File: config.mk
export PLATFORM = sky130hd
export DESIGN_NAME = idecode_issue_unit
export DESIGN_NICKNAME = d
export VERILOG_FILES = /design/src/rtl/idecode_pkg.sv /design/src/rtl/idecode_fifo2.sv /design/src/rtl/idecode_issue_unit.sv
export SDC_FILE = /design/constraint.sdc
export NUM_CORES = 1
export LEC_CHECK = 0
export BUFFER_PORTS_ARGS = -buffer_cell sky130_fd_sc_hd__buf_2
export CORE_AREA = 2 2 281 283
export CTS_BUF_LIST = sky130_fd_sc_hd__clkbuf_16
export CTS_CLUSTER_DIAMETER = 100
export DETAILED_ROUTE_END_ITERATION = 8
export DIE_AREA = 0 0 283 285
export PLACE_DENSITY = 0.75
export SETUP_SLACK_MARGIN = 0.15
export SLEW_MARGIN = 10
export SYNTH_ARGS = -nofsm -noshare
export SYNTH_HDL_FRONTEND = slang
export SYNTH_SLANG_ARGS = --single-unit
File: constraint.sdc
create_clock -name clk -period 9.9 [get_ports clk]
set_clock_uncertainty 0.2 [all_clocks]
set_input_delay 0 -clock clk [delete_from_list [all_inputs] [get_ports clk]]
set_output_delay 0 -clock clk [all_outputs]
set_load 0.01 [all_outputs]
File: src/rtl/idecode_pkg.sv
// Shared types and constants for the instruction decode/issue stage.
// Consumed by idecode_fifo2 and idecode_issue_unit.
package idecode_pkg;

    localparam int BUS_W   = 92;
    localparam int INSTR_W = 32;
    localparam int PC_W    = 8;
    localparam int OPC_LSB = 26;
    localparam int OPC_W   = 6;

    localparam logic [OPC_W-1:0] BRANCH_OPCODE_DEF = 6'h04;
    localparam logic [7:0]       BUBBLE_ADDR_DEF   = 8'hFF;

    typedef struct packed {
        logic [2:0] cnt;
        logic [7:0] addr;
    } map_entry_t;

    typedef struct packed {
        logic [PC_W-1:0]    pc;
        logic [INSTR_W-1:0] instr;
    } fetch_entry_t;

    // Field order from MSB down matches the CU's 92-bit bus layout.
    typedef struct packed {
        logic               pred;
        logic [PC_W-1:0]    br_pc;
        logic [PC_W-1:0]    alt_pc;
        logic [31:0]        rsvd;
        logic [2:0]         cnt;
        logic [7:0]         addr;
        logic [INSTR_W-1:0] instr;
    } issue_bus_t;

    function automatic issue_bus_t bubble_bus(input logic [7:0] addr);
        issue_bus_t b;
        b      = '0;
        b.addr = addr;
        return b;
    endfunction

endpackage

File: src/rtl/idecode_fifo2.sv
// Two-entry valid/ready FIFO carrying {pc, instr} from fetch to decode.
// A clear drops every entry and any push offered in the same cycle.
module idecode_fifo2
    import idecode_pkg::*;
(
    input  logic         clk,
    input  logic         rst,
    input  logic         clr,
    input  logic         push_valid,
    input  fetch_entry_t push_data,
    output logic         push_ready,
    input  logic         pop,
    output logic         head_valid,
    output fetch_entry_t head_data
);

    fetch_entry_t mem [2];
    logic         wr_ptr;
    logic         rd_ptr;
    logic [1:0]   count;
    logic         do_push;
    logic         do_pop;

    assign push_ready = (count < 2'd2);
    assign head_valid = (count != 2'd0);
    assign head_data  = mem[rd_ptr];
    assign do_push    = push_valid & push_ready;
    assign do_pop     = pop & head_valid;

    // NOTE: sequential state uses non-blocking assignment so every register samples pre-edge values.
    always_ff @(posedge clk) begin
        if (rst || clr) begin
            wr_ptr <= 1'b0;
            rd_ptr <= 1'b0;
            count  <= 2'd0;
        end else begin
            if (do_push) wr_ptr <= ~wr_ptr;
            if (do_pop)  rd_ptr <= ~rd_ptr;
            count <= count + 2'(do_push) - 2'(do_pop);
        end
    end

    // NOTE: payload storage has no reset; count gates its visibility, so stale data is never issued.
    always_ff @(posedge clk) begin
        if (do_push) mem[wr_ptr] <= push_data;
    end

endmodule

File: src/rtl/idecode_issue_unit.sv
// Decode/issue stage: opcode map table, static branch prediction and the registered CU bus.
// Define IDECODE_BPRED_EN for backward-taken prediction with fetch redirect.
module idecode_issue_unit
    import idecode_pkg::*;
#(
    parameter logic [OPC_W-1:0] BRANCH_OPCODE = BRANCH_OPCODE_DEF,
    parameter logic [7:0]       BUBBLE_ADDR   = BUBBLE_ADDR_DEF
) (
    input  logic               clk,
    input  logic               rst,
    input  logic               flush_pipeline,
    input  logic               fetch_valid,
    input  logic [31:0]        fetch_instr,
    input  logic [7:0]         fetch_pc,
    output logic               fetch_ready,
    input  logic               cu_ready,
    input  logic               map_we,
    input  logic [5:0]         map_opcode,
    input  logic [10:0]        map_data,
    output logic [BUS_W-1:0]   idecode_cu_interface,
    output logic               redirect_valid,
    output logic [7:0]         redirect_pc
);

    map_entry_t   map_q [64];
    fetch_entry_t head;
    logic         head_valid;
    map_entry_t   entry;
    logic         is_branch;
    logic         predict_taken;
    logic [7:0]   target;
    logic [7:0]   alt_pc;
    logic         issue_pop;
    logic         discard;
    issue_bus_t   dec_bus;
    issue_bus_t   bus_q;

    // The map is architectural state the CU depends on, so every entry is reset.
    always_ff @(posedge clk) begin
        if (rst) begin
            for (int i = 0; i < 64; i++) map_q[i] <= '{cnt: 3'd0, addr: BUBBLE_ADDR};
        end else if (map_we) begin
            map_q[map_opcode] <= map_entry_t'(map_data);
        end
    end

    idecode_fifo2 u_fifo (
        .clk        (clk),
        .rst        (rst),
        .clr        (flush_pipeline | discard),
        .push_valid (fetch_valid),
        .push_data  ('{pc: fetch_pc, instr: fetch_instr}),
        .push_ready (fetch_ready),
        .pop        (issue_pop),
        .head_valid (head_valid),
        .head_data  (head)
    );

    assign entry     = map_q[head.instr[OPC_LSB +: OPC_W]];
    assign is_branch = (head.instr[OPC_LSB +: OPC_W] == BRANCH_OPCODE);
    assign target    = head.pc + head.instr[7:0];

`ifdef IDECODE_BPRED_EN
    assign predict_taken = is_branch & head.instr[7];
    assign alt_pc        = predict_taken ? head.pc + 8'd1 : target;
`else
    assign predict_taken = 1'b0;
    assign alt_pc        = target;
`endif

    assign issue_pop = cu_ready & ~flush_pipeline & head_valid;
    assign discard   = issue_pop & predict_taken;

    // NOTE: every always_comb output gets a default first so no path can infer a latch.
    always_comb begin
        dec_bus = bubble_bus(BUBBLE_ADDR);
        if (head_valid) begin
            dec_bus       = '0;
            dec_bus.instr = head.instr;
            dec_bus.addr  = entry.addr;
            dec_bus.cnt   = entry.cnt;
            if (is_branch) begin
                dec_bus.pred   = predict_taken;
                dec_bus.br_pc  = head.pc;
                dec_bus.alt_pc = alt_pc;
            end
        end
    end

    always_ff @(posedge clk) begin
        if (rst || flush_pipeline) begin
            bus_q <= bubble_bus(BUBBLE_ADDR);
        end else if (cu_ready) begin
            bus_q <= dec_bus;
        end
    end

    assign idecode_cu_interface = bus_q;

`ifdef IDECODE_BPRED_EN
    logic       redirect_valid_q;
    logic [7:0] redirect_pc_q;

    // The FIFO is emptied on a taken issue, so the pulse cannot repeat next cycle.
    always_ff @(posedge clk) begin
        if (rst || flush_pipeline) begin
            redirect_valid_q <= 1'b0;
            redirect_pc_q    <= 8'd0;
        end else begin
            redirect_valid_q <= discard;
            redirect_pc_q    <= discard ? target : 8'd0;
        end
    end

    assign redirect_valid = redirect_valid_q;
    assign redirect_pc    = redirect_pc_q;
`else
    assign redirect_valid = 1'b0;
    assign redirect_pc    = 8'd0;
`endif

endmodule

==> flow_summary.ini <==
[clocking]
clk_pin_slew_ns = 0.06
cts_tree = done
cts.sinks = 848
cts_buffers = 84
insertion_delay_ns = 0.64
cts_buffer_depth = 3
htree_num_levels = 3
cts_root_buf = clkbuf_16
cts_resized = 0

[timing]
period_share_pct = 42.6
fmax_mhz = 237
layout_setup_ws_ns = 5.68
setup_violations = 0
final-hold-violation-count = 0
rsz0062_at_grt = no
slew_viol_final = 0
relSlewSlack_pct = 13.4
final.setup.tns_ns = 0
min_period_ns = 4.22
tightest_slew_ns = 1.30

[placed_design]
pre_cts_ws_ns = 5.74
dp_cells = 3850
gp_congestion = 0.918
numPortBuffers = 122
place_hpwl_mm = 60.8

[die]
fp.dieH_microns = 285
initial_core_util_pct = 49.4
die_area_sq_um = 80700
core_area_sq_um = 78000
num_rows = 103
io_pins = 165
die_w_microns = 283

[yosys]
synth_compound_area_share_pct = 5.23
synth_common_cells = edfxtp_1 (784), or3_1 (513), clkbuf_1 (267), nand2_1 (267), nor2_1 (119)
synth_top_cell_by_area = edfxtp_1
synth_xor_area_share_pct = 0.250
synth_fa_ha_area_share_pct = 0.344
ys_seq_area_share_pct = 64.4
syn-cell-area_sq_um = 38500
synthSimpleGateAreaFrac_pct = 17.4
synthTopCellsByArea = edfxtp_1 (61%), or3_1 (8.3%), mux4_2 (6.0%), dfxtp_1 (3.3%), clkbuf_1 (2.6%)
synthCells = 2938
ys_warn_count = 0
synth_top_area_share_pct = 61.1
ys_async_sr_fraction_pct = 0
synthMostInstantiatedCell = edfxtp_1
synth.area.mux_share_pct = 8.17
ys_types = 59
ys.flop_type = edfxtp_1
synth_top_family_by_area = simple AND/OR/NAND/NOR gates
synth_edf_count = 784
synth-seq-cells = 848
synth_area_per_cell_sq_um = 13.1

[worst_setup_path]
worstPathRequired_ns = 10.23
r2r_cells = 6
start_kind = register
crit_arrival_ns = 4.55
cp-end-kind = register
worstSetupPathType = register to register
r2r_slack_ns = 5.68
crit_fanout = 97
critPathCapture = idecode_cu_interface[40]
crit_start = u_fifo.mem[0][28]
reg2reg_to = idecode_cu_interface[40]
r2r_start = u_fifo.mem[0][28]

[detailed_routing]
wl_per_cell_microns = 26.3
firstDrtPassIters = 8
dr.first_iter.drc_count = 3483
drc_errors = 0
m1WireLength_mm = 39.5
dr_wl_met3_mm = 13.3
finalWirelength_mm = 107
ant_nets = 0
avgViaCountPerCell = 6.35
routed-via-count = 26000
met2_length_mm = 50.1
routed.top_layer = met4

[finish]
regArea_sq_um = 24800
utilization_pct = 55.2
drive_gt1_share_pct = 15.4
fill_cells = 6109
area_growth_pct = 11.8
multi_input_area_sq_um = 12400
num-nets-final = 3046
stdcell_count = 4091

[global_route]
grt_pass1_vias = 25700
grt_max_degree = 98
grt_usage_pct = 26.2
grt_pass1_wl_mm = 160
antenna_found_initial = 1
overflow = 0

[pwr]
peakVddDrop_v = 0.000144
p_leak_nw = 14.8
powerDensity_nw_per_um2 = 183

[status]
outcome = completed

[worst_hold_path]
hp-class = input port to register

[run]
max_cap_violations = 0
[cell usage in the layout, fill, tap and decap left out, types with 7 or more instances in the layout]
cell type      count
a2111oi_0         11
a21o_1            35
a21oi_1           74
a221oi_1          16
a22oi_1           49
a311oi_1          13
a31oi_1           17
and2_1           102
and3_1           110
buf_2            122
buf_4             57
clkbuf_16         88
clkinv_1          21
clkinv_2          13
conb_1            42
dfxtp_1           63
dlygate4sd3_1     87
edfxtp_1         784
ha_1               9
inv_1             28
mux2_2            16
mux2i_1           60
mux4_2           103
nand2_1          262
nand3_1           55
nor2_1           119
o21ai_1            7
o32a_1             8
or2_2             34
or3_1            513
xnor2_1            9
[flip-flops by register name (all words and copies together), names as in the netlist, named ones only]
| signal | cells |
|---|---|
| u_fifo.rd_ptr | 1 |
| idecode_cu_interface | 59 |
| u_fifo.wr_ptr | 1 |
| u_fifo.mem | 80 |
| u_fifo.count | 2 |
| map_q | 704 |
[repair_timing]
| item | in CTS | in global routing |
|---|---|---|
| setup buffers | 0 | 0 |
| hold endpoints to repair | 207 | 0 |
| setup endpoints to repair | 0 | 0 |
| hold buffers | 87 | 0 |
[layout make-up]
type,instances,share of cell area (%)
multi-input cells,1765,28.8
diodes,1,0.00581
clock buffers,88,5.11
well taps,1050,3.05
flip-flops and latches,848,57.6
repair buffers,266,4.43
clock inverters,65,0.921
inverters,8,0.0697
[worst min path at each step]
stage               startpoint                 to  slack, ns  cells after the start
2_1_floorplan   fetch_instr[0]   u_fifo.mem[0][0]      -0.10                      0
3_3_place_gp   fetch_instr[12]  u_fifo.mem[1][12]      -0.01                      1
3_5_place_dp    fetch_instr[7]   u_fifo.mem[0][7]     -0.007                      1
4_1_cts                    rst       map_q[52][9]       0.03                      2
5_1_grt                    rst       map_q[52][9]       0.06                      2
6_report                   rst       map_q[48][9]       0.07                      2
[power breakdown]
part           switching [mW]  internal [mW]  total [mW]  leakage, nW
clock                    1.36           1.69        3.05         1.36
combinational           0.480          0.233       0.713         5.19
sequential             0.0546           4.08        4.14         8.25
total                    1.89           6.00        7.90         14.8
[worst max-delay path, stage by stage, from the launching register on]
cell and delay [ns]:
edfxtp_1 0.59, mux2_8 0.82, buf_4 0.80, mux4_2 0.41, a221oi_1 0.72, o21ai_1 0.19, a32o_1 0.28
[kinds of logic (layout without fill, tap and decap cells)]
logic type,after synthesis,in the layout
AOI/OAI and AO/OA,284,284
xor gates and xnor gates,11,11
muxes,183,183
DFF,848,848
and+or+nand+nor,1235,1235
other,1,43
buffers and inverters,366,427
adders and majority gates,10,10
[layer usage]
| layer | global-route usage, % | vias up |
|---|---|---|
| met5 | 0 | - |
| met4 | 10.7 | 0 |
| met3 | 6.46 | 290 |
| met2 | 41.2 | 1659 |
| met1 | 35.1 | 13000 |
| li1 | - | 11100 |
[through the flow]
stage                     hold slack (ns)  power, mW  cell area [sq um]
after global routing               0.0636       8.09              43100
after global placement           -0.00976       4.85              39600
after detailed placement         -0.00720       4.88              39600
after floorplan                    -0.101       4.64              38700
after CTS                          0.0263       7.89              43100
final                              0.0684       7.90              43100
No activity file was read; power rests on OpenSTA's default activity.
